==> src/rtl/psg_multi.sv <==
// psg_multi: NUM_CH square-wave tone channels plus one LFSR noise channel, each tone
// shaped by an attack/sustain/release envelope, mixed and emitted as 1-bit PWM audio.
module psg_multi #(
    parameter int unsigned NUM_CH    = 4,
    parameter int unsigned PER_W     = 12,
    parameter int unsigned ENV_SHIFT = 8,
    parameter logic [15:0] LFSR_SEED = 16'hACE1
) (
    input  logic       clk,
    input  logic       rst_n,
    input  logic       write_strobe,
    input  logic [4:0] address,
    input  logic [7:0] data,
    output logic       signal_out,
    output logic [6:0] debug
);
    localparam int unsigned MIX_W  = 4 + $clog2(NUM_CH + 1);
    localparam int unsigned DBG_CH = (NUM_CH < 4) ? NUM_CH : 4;

    typedef enum logic [1:0] {
        IDLE    = 2'b00,
        ATTACK  = 2'b01,
        SUSTAIN = 2'b10,
        RELEASE = 2'b11
    } env_state_e;

    logic [7:0]       shadow_q    [NUM_CH];
    logic [7:0]       shadow_d    [NUM_CH];
    logic [PER_W-1:0] period_q    [NUM_CH];
    logic [PER_W-1:0] period_d    [NUM_CH];
    logic [PER_W-1:0] cnt_q       [NUM_CH];
    logic [PER_W-1:0] cnt_d       [NUM_CH];
    logic [3:0]       vol_q       [NUM_CH];
    logic [3:0]       vol_d       [NUM_CH];
    logic [3:0]       rate_q      [NUM_CH];
    logic [3:0]       rate_d      [NUM_CH];
    logic [3:0]       rate_cnt_q  [NUM_CH];
    logic [3:0]       rate_cnt_d  [NUM_CH];
    logic [3:0]       level_q     [NUM_CH];
    logic [3:0]       level_d     [NUM_CH];
    logic             gate_q      [NUM_CH];
    logic             gate_d      [NUM_CH];
    logic             gate_prev_q [NUM_CH];
    logic             gate_prev_d [NUM_CH];
    logic             env_en_q    [NUM_CH];
    logic             env_en_d    [NUM_CH];
    logic             wave_q      [NUM_CH];
    logic             wave_d      [NUM_CH];
    env_state_e       state_q     [NUM_CH];
    env_state_e       state_d     [NUM_CH];

    logic [NUM_CH-1:0]    en_q, en_d;
    logic                 noise_en_q, noise_en_d;
    logic [7:0]           noise_per_q, noise_per_d;
    logic [3:0]           noise_vol_q, noise_vol_d;
    logic [7:0]           noise_div_q, noise_div_d;
    logic [15:0]          lfsr_q, lfsr_d;
    logic [ENV_SHIFT-1:0] presc_q, presc_d;
    logic [MIX_W-1:0]     mix_q, mix_d;
    logic [MIX_W-1:0]     pwm_q, pwm_d;
    logic                 out_q, out_d;
    logic [6:0]           dbg_q, dbg_d;

    logic             tick, step, rise, fall;
    logic [4:0]       level_inc;
    logic [MIX_W-1:0] sum;
    logic [3:0]       wave_vec;

    // NOTE: every variable gets a default at the top so no path leaves it unassigned,
    // which is what keeps this block free of inferred latches.
    always_comb begin
        tick        = &presc_q;
        presc_d     = presc_q + 1'b1;
        en_d        = en_q;
        noise_en_d  = noise_en_q;
        noise_per_d = noise_per_q;
        noise_vol_d = noise_vol_q;
        step        = 1'b0;
        rise        = 1'b0;
        fall        = 1'b0;
        level_inc   = '0;
        sum         = '0;
        wave_vec    = '0;

        if (noise_div_q == noise_per_q) begin
            noise_div_d = '0;
            lfsr_d      = {lfsr_q[0] ^ lfsr_q[2] ^ lfsr_q[3] ^ lfsr_q[5], lfsr_q[15:1]};
        end else begin
            noise_div_d = noise_div_q + 1'b1;
            lfsr_d      = lfsr_q;
        end

        for (int c = 0; c < NUM_CH; c++) begin
            shadow_d[c]    = shadow_q[c];
            period_d[c]    = period_q[c];
            vol_d[c]       = vol_q[c];
            gate_d[c]      = gate_q[c];
            env_en_d[c]    = env_en_q[c];
            rate_d[c]      = rate_q[c];
            gate_prev_d[c] = gate_q[c];

            if (period_q[c] == '0) begin
                cnt_d[c]  = '0;
                wave_d[c] = 1'b0;
            end else if (cnt_q[c] >= period_q[c] - 1'b1) begin
                cnt_d[c]  = '0;
                wave_d[c] = ~wave_q[c];
            end else begin
                cnt_d[c]  = cnt_q[c] + 1'b1;
                wave_d[c] = wave_q[c];
            end

            // Gate edges take priority over envelope steps landing in the same cycle.
            rise          = gate_q[c] & ~gate_prev_q[c];
            fall          = ~gate_q[c] & gate_prev_q[c];
            step          = tick && (rate_cnt_q[c] == rate_q[c]);
            level_inc     = {1'b0, level_q[c]} + 5'd1;
            state_d[c]    = state_q[c];
            level_d[c]    = level_q[c];
            rate_cnt_d[c] = tick ? (step ? 4'd0 : rate_cnt_q[c] + 4'd1) : rate_cnt_q[c];
            if (!env_en_q[c]) begin
                state_d[c]    = IDLE;
                level_d[c]    = vol_q[c];
                rate_cnt_d[c] = 4'd0;
            end else if (rise) begin
                state_d[c] = ATTACK;
            end else if (fall && (state_q[c] == ATTACK || state_q[c] == SUSTAIN)) begin
                state_d[c] = RELEASE;
            end else begin
                case (state_q[c])
                    IDLE:    level_d[c] = '0;
                    ATTACK:  if (step) begin
                        if (level_inc >= {1'b0, vol_q[c]}) begin
                            level_d[c] = vol_q[c];
                            state_d[c] = SUSTAIN;
                        end else begin
                            level_d[c] = level_inc[3:0];
                        end
                    end
                    SUSTAIN: level_d[c] = vol_q[c];
                    RELEASE: if (step) begin
                        if (level_q[c] <= 4'd1) begin
                            level_d[c] = '0;
                            state_d[c] = IDLE;
                        end else begin
                            level_d[c] = level_q[c] - 4'd1;
                        end
                    end
                    default: ;
                endcase
            end

            if (write_strobe && address[4:2] == 3'(c)) begin
                case (address[1:0])
                    2'd0:    shadow_d[c] = data;
                    2'd1:    period_d[c] = {data[PER_W-9:0], shadow_q[c]};
                    2'd2:    vol_d[c]    = data[3:0];
                    default: begin
                        gate_d[c]   = data[7];
                        env_en_d[c] = data[6];
                        rate_d[c]   = data[3:0];
                    end
                endcase
            end

            if (en_q[c] && wave_q[c]) sum = sum + MIX_W'(level_q[c]);
        end

        for (int c = 0; c < DBG_CH; c++) wave_vec[c] = wave_q[c];

        if (write_strobe) begin
            case (address)
                5'd28:   noise_per_d = data;
                5'd29:   noise_vol_d = data[3:0];
                5'd30:   begin
                    en_d       = data[NUM_CH-1:0];
                    noise_en_d = data[7];
                end
                default: ;
            endcase
        end

        if (noise_en_q && lfsr_q[0]) sum = sum + MIX_W'(noise_vol_q);
        mix_d = sum;
        pwm_d = pwm_q + 1'b1;
        out_d = (pwm_q < mix_q);
        // Debug is registered so it reads all-zero during reset despite the nonzero seed.
        dbg_d = {state_q[0], lfsr_q[0], wave_vec};
    end

    // NOTE: sequential state uses non-blocking assignments only, so every flop samples
    // the pre-edge value of every other flop.
    always_ff @(posedge clk or negedge rst_n) begin
        if (!rst_n) begin
            // NOTE: the per-channel arrays are control registers, not RAM, and must
            // all clear on reset, so they are reset here element by element.
            for (int c = 0; c < NUM_CH; c++) begin
                shadow_q[c]    <= '0;
                period_q[c]    <= '0;
                cnt_q[c]       <= '0;
                vol_q[c]       <= '0;
                rate_q[c]      <= '0;
                rate_cnt_q[c]  <= '0;
                level_q[c]     <= '0;
                gate_q[c]      <= 1'b0;
                gate_prev_q[c] <= 1'b0;
                env_en_q[c]    <= 1'b0;
                wave_q[c]      <= 1'b0;
                state_q[c]     <= IDLE;
            end
            en_q        <= '0;
            noise_en_q  <= 1'b0;
            noise_per_q <= '0;
            noise_vol_q <= '0;
            noise_div_q <= '0;
            lfsr_q      <= LFSR_SEED;
            presc_q     <= '0;
            mix_q       <= '0;
            pwm_q       <= '0;
            out_q       <= 1'b0;
            dbg_q       <= '0;
        end else begin
            for (int c = 0; c < NUM_CH; c++) begin
                shadow_q[c]    <= shadow_d[c];
                period_q[c]    <= period_d[c];
                cnt_q[c]       <= cnt_d[c];
                vol_q[c]       <= vol_d[c];
                rate_q[c]      <= rate_d[c];
                rate_cnt_q[c]  <= rate_cnt_d[c];
                level_q[c]     <= level_d[c];
                gate_q[c]      <= gate_d[c];
                gate_prev_q[c] <= gate_prev_d[c];
                env_en_q[c]    <= env_en_d[c];
                wave_q[c]      <= wave_d[c];
                state_q[c]     <= state_d[c];
            end
            en_q        <= en_d;
            noise_en_q  <= noise_en_d;
            noise_per_q <= noise_per_d;
            noise_vol_q <= noise_vol_d;
            noise_div_q <= noise_div_d;
            lfsr_q      <= lfsr_d;
            presc_q     <= presc_d;
            mix_q       <= mix_d;
            pwm_q       <= pwm_d;
            out_q       <= out_d;
            dbg_q       <= dbg_d;
        end
    end

    assign signal_out = out_q;
    assign debug      = dbg_q;
endmodule
==> config.mk <==
export PLATFORM = sky130hd
export DESIGN_NAME = psg_multi
export DESIGN_NICKNAME = d
export VERILOG_FILES = /design/src/rtl/psg_multi.sv
export SDC_FILE = /design/constraint.sdc
export NUM_CORES = 1
export LEC_CHECK = 0
export CAP_MARGIN = 20
export CORE_MARGIN = 4
export CORE_UTILIZATION = 25
export CTS_CLUSTER_DIAMETER = 150
export DETAILED_ROUTE_END_ITERATION = 12
export PLACE_DENSITY = 0.41
export RECOVER_POWER = 100
export SLEW_MARGIN = 40
export SYNTH_ARGS = -nofsm -noshare
export SYNTH_HDL_FRONTEND = slang
export SYNTH_SLANG_ARGS = --single-unit
==> constraint.sdc <==
create_clock -name clk -period 4.9 [get_ports clk]
set_input_delay 0.98 -clock clk [delete_from_list [all_inputs] [get_ports clk]]
set_output_delay 0.98 -clock clk [all_outputs]
set_load 0.03 [all_outputs]
==> run metrics, run 1 <==
WL/cell=15.06 µm; Hold Vio Cnt, Final=0; Lkg Pwr=8.503 nW; Multi-input gate area=0.008374 mm²; Yosys reg bits=287; H-tree Lvls=2; count leader, synth=dfrtp_1; class of the worst hold path=reg2reg; clk_lat worst skew=550 ps; cells on worst reg2reg path=21; PortBufs=23; Fill cells=6546; vias in the first global route=11184; Inserted Clock Buffers=36; Sink Count=287; register area share after synthesis=0.4497; HPWL Detailed=25450 µm; WHS Path Cells=0; Setup violations, final=0; Mapped Area=0.01599 mm²; Synth Area in Simple Gates=0.1442; Final period util=0.9470; largest net degree at the start of global routing=92; Gate Count Post-Synth=1518; Final min period=4640 ps; 1st-pass router iterations=4; GRT busiest layer=met2; GR Overflow Total=0; CP Max Fanout=5; Slew Viols, Final=260; Routed Antenna Nets=0; clock skew=28.07 ps; multiplexer share of the synthesized area=0.09771; via count=10844; setup TNS=0 ps; CTS Buffer Depth=3; status=finished with violations; register area=0.007192 mm²; Total Routing Usage GR=0.1113; met1 Use GR=0.1520; GRT met3 Usage=0.01857; Die W=260.9 µm; layout cells sized above 1=0.1603; Core ar.=0.06320 mm²; Crit. End Element=flip-flop; Max Cap Viol=5; drc violations=0; Slew HR=-0.4340; Worst VDD drop=0.2243 mV; Placer Congestion=0.7860; Synth Area in Compound Gates=0.08981; fraction of registers with async set/reset=1.000; CTS tree=done; dominant cell type by area after synthesis=dfrtp_1; drt initial violations=468; IO Count=24; drt total wl=36630 µm; Worst Path Class, Setup=reg2reg; Syn-to-layout area delta=15.01%; largest cells by area after synthesis=dfrtp_1 (44%), ha_1 (10%), mux2_2 (9.6%), xnor2_1 (4.3%), xor2_1 (4.1%); Cell Rows=92; Max Freq=215.5 MHz; first-pass GRT wire length=61150 µm; XOR/XNOR Fraction of Synth Area=0.08425; Reg clk slew, reported paths=60 ps; violated checks=capacitance limit, slew limit; CTS root buf=clkbuf_16; layout net count=1706; Vias/cell=4.459; initial antenna violation count=3; post-synth net total=1666; RSZ-0062 raised after global routing=no; Cell variety after synth=70; critical path arrival=5040 ps; die area=0.06809 mm²; share of the synthesized area in the top cell type=0.4365; most instantiated cells after synthesis=dfrtp_1 (279), nand2_1 (146), mux2_2 (137), ha_1 (128), nor2_1 (103); CP Launch Type=flip-flop; Post-Synth Adder-Cell Area=0.1064; synth warn=0; Final Hold Slack=421.3 ps; Mean Syn Cell Area=10.54 µm²; Die H=260.9 µm; top_reg_cell synth=dfrtp_1; Post-synth EDFFs=0; GR Util met2=0.1805; main combinational cell family by area after synthesis=simple AND/OR/NAND/NOR gates; power per cell area=449.5 mW/mm²; Initial Util=0.2531; Critical Path RT=5300 ps; Worst-Margin Slew=2151 ps
==> path summary, 6_finish.rpt <==
path                                                 start                  endpoint  slack (ps)
worst max register to register         en_q[0]$_DFFE_PN0P_        mix_q[5]$_DFF_PN0_         260
max in group asynchronous                            rst_n  period_q[39]$_DFFE_PN0P_         870
worst min register to register  gate_prev_d[3]$_DFFE_PN0P_  gate_prev_q[3]$_DFF_PN0_         420
min in group asynchronous                            rst_n  period_q[11]$_DFFE_PN0P_         820
worst max-delay path                   en_q[0]$_DFFE_PN0P_        mix_q[5]$_DFF_PN0_         260
worst min-delay path            gate_prev_d[3]$_DFFE_PN0P_  gate_prev_q[3]$_DFF_PN0_         420
==> through the flow <==
stage / total power, W / instances / setup slack, ps / utilization / cell area (µm²)
after CTS: 0.008451 / 2428 / 79.46 / 0.2917 / 18430
after global placement: 0.005659 / 2363 / 173.2 / 0.2729 / 17250
after floorplan: 0.005048 / 1518 / 371.3 / - / 15990
final: 0.008268 / 2432 / 259.7 / 0.2911 / 18400
after global routing: 0.008922 / 2431 / 17.29 / 0.2910 / 18390
after detailed placement: 0.005697 / 2363 / 127.1 / 0.2730 / 17260
==> timing repair <==
item / CTS / global route
hold buffers: 0 / 0
gates resized for setup: 0 / 10
setup buffers: 0 / 2
setup endpoints to repair: 0 / 2
==> worst max-delay path: stages (launching register included) <==
cell	delay, ps
dfrtp_1	400
and3_4	210
ha_1	160
inv_1	60
fa_2	520
o21ai_2	60
buf_4	140
fa_2	360
xor2_1	160
mux2_2	300
ha_4	290
nor2b_2	150
nor2_1	70
xnor2_1	110
mux2_2	300
ha_4	290
nor2b_1	120
o21bai_1	90
or3_1	350
nand3_1	90
o21ai_0	100
xnor2_1	140
==> cells in the final DEF (no fill, tap or decap), drive strengths merged, types with 5 or more instances in the layout <==
cell type and count:
and2 8, nor3 26, dlygate4sd3 11, o211ai 9, a221o 5, nor2b 21, a21o 19, buf 10
xnor2 79, a2111oi 5, dfrtp 279, nand3 49, nand2 146, and3 26, nand4 11, o31ai 6
o21ai 60, a31oi 10, a22oi 10, clkinv 7, inv 74, a211oi 6, nand2b 19, clkdlybuf4s50 9
ha 128, o21a 7, a21oi 51, nor4 13, mux2 137, dfstp 8, nor2 131, clkbuf 66
xor2 74
==> per-layer routing <==
layer  wire length [µm]  share of wire
met4                786          0.021
met5                 13        0.00035
met1              17860           0.49
met2              16720           0.46
met3               1238          0.034
==> final cells by class <==
type                            count  share of cell area
Inverter                           74             0.01510
Antenna cell                        1           0.0001360
Clock inverter                      9            0.005986
Clock buffer                       56             0.05802
Tap cell                          846             0.05754
Timing Repair Buffer               40             0.01700
Sequential cell                   287              0.3910
Multi-Input combinational cell   1119              0.4552
==> flip-flops by register name, indices dropped and copies added, names as in the netlist, 7 cells and up <==
signal / cells
pwm_q: 7
shadow_q: 32
vol_q: 16
debug: 7
noise_div_q: 8
mix_q: 7
rate_q: 16
period_q: 48
cnt_q: 48
noise_per_q: 8
presc_q: 8
lfsr_q: 16
level_q: 16
rate_cnt_q: 16
==> cells by family after synthesis <==
kind of cell    after synthesis
simple gates                476
compound gates              217
buf+inv                     112
fa+ha+maj                   134
mux                         139
flops                       287
xor+xnor                    153
==> report_power, final <==
part | leakage [nW] | switching, W | total, W | internal (W)
Combinational | 4.19 | 0.00126 | 0.00235 | 0.00109
Clock | 0.582 | 0.00105 | 0.00266 | 0.00161
Sequential | 3.73 | 0.000484 | 0.00326 | 0.00278
Note: power is estimated with default switching activity, not from simulation.
==> run 2, diff against run 1 <==
--- a/config.mk
+++ b/config.mk
@@ -7,10 +7,11 @@
 export LEC_CHECK = 0
 export CAP_MARGIN = 20
 export CORE_MARGIN = 4
-export CORE_UTILIZATION = 25
+export CORE_UTILIZATION = 57
 export CTS_CLUSTER_DIAMETER = 150
 export DETAILED_ROUTE_END_ITERATION = 12
-export PLACE_DENSITY = 0.41
+export HOLD_SLACK_MARGIN = 0.08
+export PLACE_DENSITY = 0.77
 export RECOVER_POWER = 100
 export SLEW_MARGIN = 40
 export SYNTH_ARGS = -nofsm -noshare
==> run 2 against run 1 <==
Critical endpoint unchanged. Clock power decreased by 17%. Via count rose by 2.4%. Largest power group unchanged. Power decreased by 5.8%. Routed wire length shrank 12%. Worst setup slack lost 36 ps. Non-clock buffer count decreased by 7. Global-route usage up 10 points. The run still ends with capacitance limit, slew limit left. Clock skew is 19 ps lower.
==> run metrics, run 2 (synthesis results as in run 1) <==
drt total wl=32250 µm; status=finished with violations; Worst-Margin Slew=2369 ps; Lkg Pwr=8.372 nW; Cell Rows=61; Slew HR=-0.5795; Inserted Clock Buffers=31; CP Max Fanout=5; via count=11106; Max Freq=213.8 MHz; Critical Path RT=5330 ps; class of the worst hold path=reg2reg; CTS root buf=clkbuf_16; worst r2r src=en_q[0]$_DFFE_PN0P_; Final period util=0.9544; Final Hold Slack=414.3 ps; Worst Path Class, Setup=reg2reg; Crit. End Element=flip-flop; vias in the first global route=11298; Core ar.=0.02771 mm²; sw frac=0.3414; violated checks=capacitance limit, slew limit; Setup violations, final=0; CTS tree=done; critical path arrival=5110 ps; HPWL Detailed=22070 µm; IO Count=24; total power draw=0.007790 W; drc violations=0; 1st-pass router iterations=6; Clk pwr share=0.284; Total Routing Usage GR=0.2124; layout net count=1694; Reg clk slew, reported paths=60 ps; H-tree Lvls=1; Slew Viols, Final=164; Flop pwr share=0.420; worst setup path startpoint=en_q[0]$_DFFE_PN0P_; Sink Count=287; Hold Vio Cnt, Final=0; Hold Buf Count CTS=0; Worst VDD drop=0.3329 mV; Crit Reg-Reg Endpoint=mix_q[5]$_DFF_PN0_; most common cell after layout, fill and taps aside=dfrtp_1; Syn-to-layout area delta=9.708%; most frequent cells in the layout=dfrtp_1 (279), nand2_1 (146), mux2_2 (137); PortBufs=23; Die W=175.5 µm; WL/cell=16.56 µm; Routed Antenna Nets=0; cells on worst reg2reg path=22; Initial Util=0.5773; initial antenna violation count=1; power per cell area=444.0 mW/mm²; Pint=0.005131 W; die area=0.03080 mm²; Placed Cells incl. Taps=1891; largest net degree at the start of global routing=97; Finished Layout Cells=1947; combinational share of power=0.296; end of the worst hold path=gate_prev_q[3]$_DFF_PN0_; HP Start=gate_prev_d[3]$_DFFE_PN0P_; drt initial violations=714; Diodes inserted=0; R2R setup slack=220 ps; Die H=175.5 µm; Max Cap Viol=2; setup TNS=0 ps; switching power=0.002660 W; clock skew=9.406 ps; first-pass GRT wire length=54990 µm; top flop regs=cnt_q (48), period_q (48), shadow_q (32); Final min period=4677 ps; layout cells sized above 1=0.1536; CP Launch Type=flip-flop; Vias/cell=5.704; WHS Path Cells=0; Placer Congestion=0.8703; CTS Buffer Depth=3; GR Overflow Total=0; clk_lat worst skew=570 ps
-- run 2: metrics by stage --
step                utilization  cell area, µm²  worst slack (ps)
floorplan                     -           15990             371.3
detailed placement       0.5999           16620            -64.78
CTS                      0.6347           17580             52.72
finish                   0.6333           17550             223.2
global route             0.6333           17550            -19.15
global placement         0.6003           16630             227.5
-- run 2: power groups by stage --
stage	sequential (W)	clock, W	combinational [W]
final	0.00327	0.00222	0.00230
after global routing	0.00334	0.00235	0.00266
after CTS	0.00326	0.00227	0.00236
after detailed placement	0.00329	0	0.00234
after global placement	0.00327	0	0.00224
after floorplan	0.00313	0	0.00192
-- run 2: per-layer routing --
layer | track usage | share of wire | vias up
met3 | 0.03013 | 0.040 | 74
met2 | 0.3539 | 0.48 | 225
met1 | 0.2902 | 0.45 | 5465
met5 | 0 | 0.00040 | -
met4 | 0.06855 | 0.034 | 2
li1 | - | - | 5340
-- run 2: worst max-delay path: stages, from the launching register on --
cell,delay (ps)
dfrtp_1,400
and3_4,210
ha_1,160
inv_1,60
fa_2,340
xor2_1,150
nor2_1,70
xnor2_1,230
ha_1,310
xor2_1,150
mux2_2,310
ha_4,280
nor2b_4,160
nor2_2,60
xnor2_1,120
mux2_2,310
ha_4,300
nor2b_1,120
o21bai_1,100
or3_1,360
nand3_1,110
o21ai_1,100
xnor2_1,140
-- run 2: final cells by class --
cell class                 count  area, µm²
clock inverter                10      92.59
fill                        2170      10160
multi-input combinational   1119       8366
sequential                   287       7192
tap                          378      473.0
clock buffer                  46      872.1
timing repair buffer          33      274.0
inverter                      74      277.8
-- run 2: what timing repair did --
item / in CTS / in global routing
pin swaps: 0 / 3
setup buffers: 0 / 0
resized for setup: 1 / 13
endpoints found under the setup margin: 1 / 2
-- run 2: worst max path at each step --
stage                         end  slack (ps)  cells after the start
4_1_cts        mix_q[5]$_DFF_PN0_          50                     22
2_1_floorplan  mix_q[5]$_DFF_PN0_         370                     21
3_3_place_gp   mix_q[5]$_DFF_PN0_         230                     20
3_5_place_dp   mix_q[5]$_DFF_PN0_         -60                     20
5_1_grt        mix_q[5]$_DFF_PN0_         -20                     22
6_report       mix_q[5]$_DFF_PN0_         220                     22
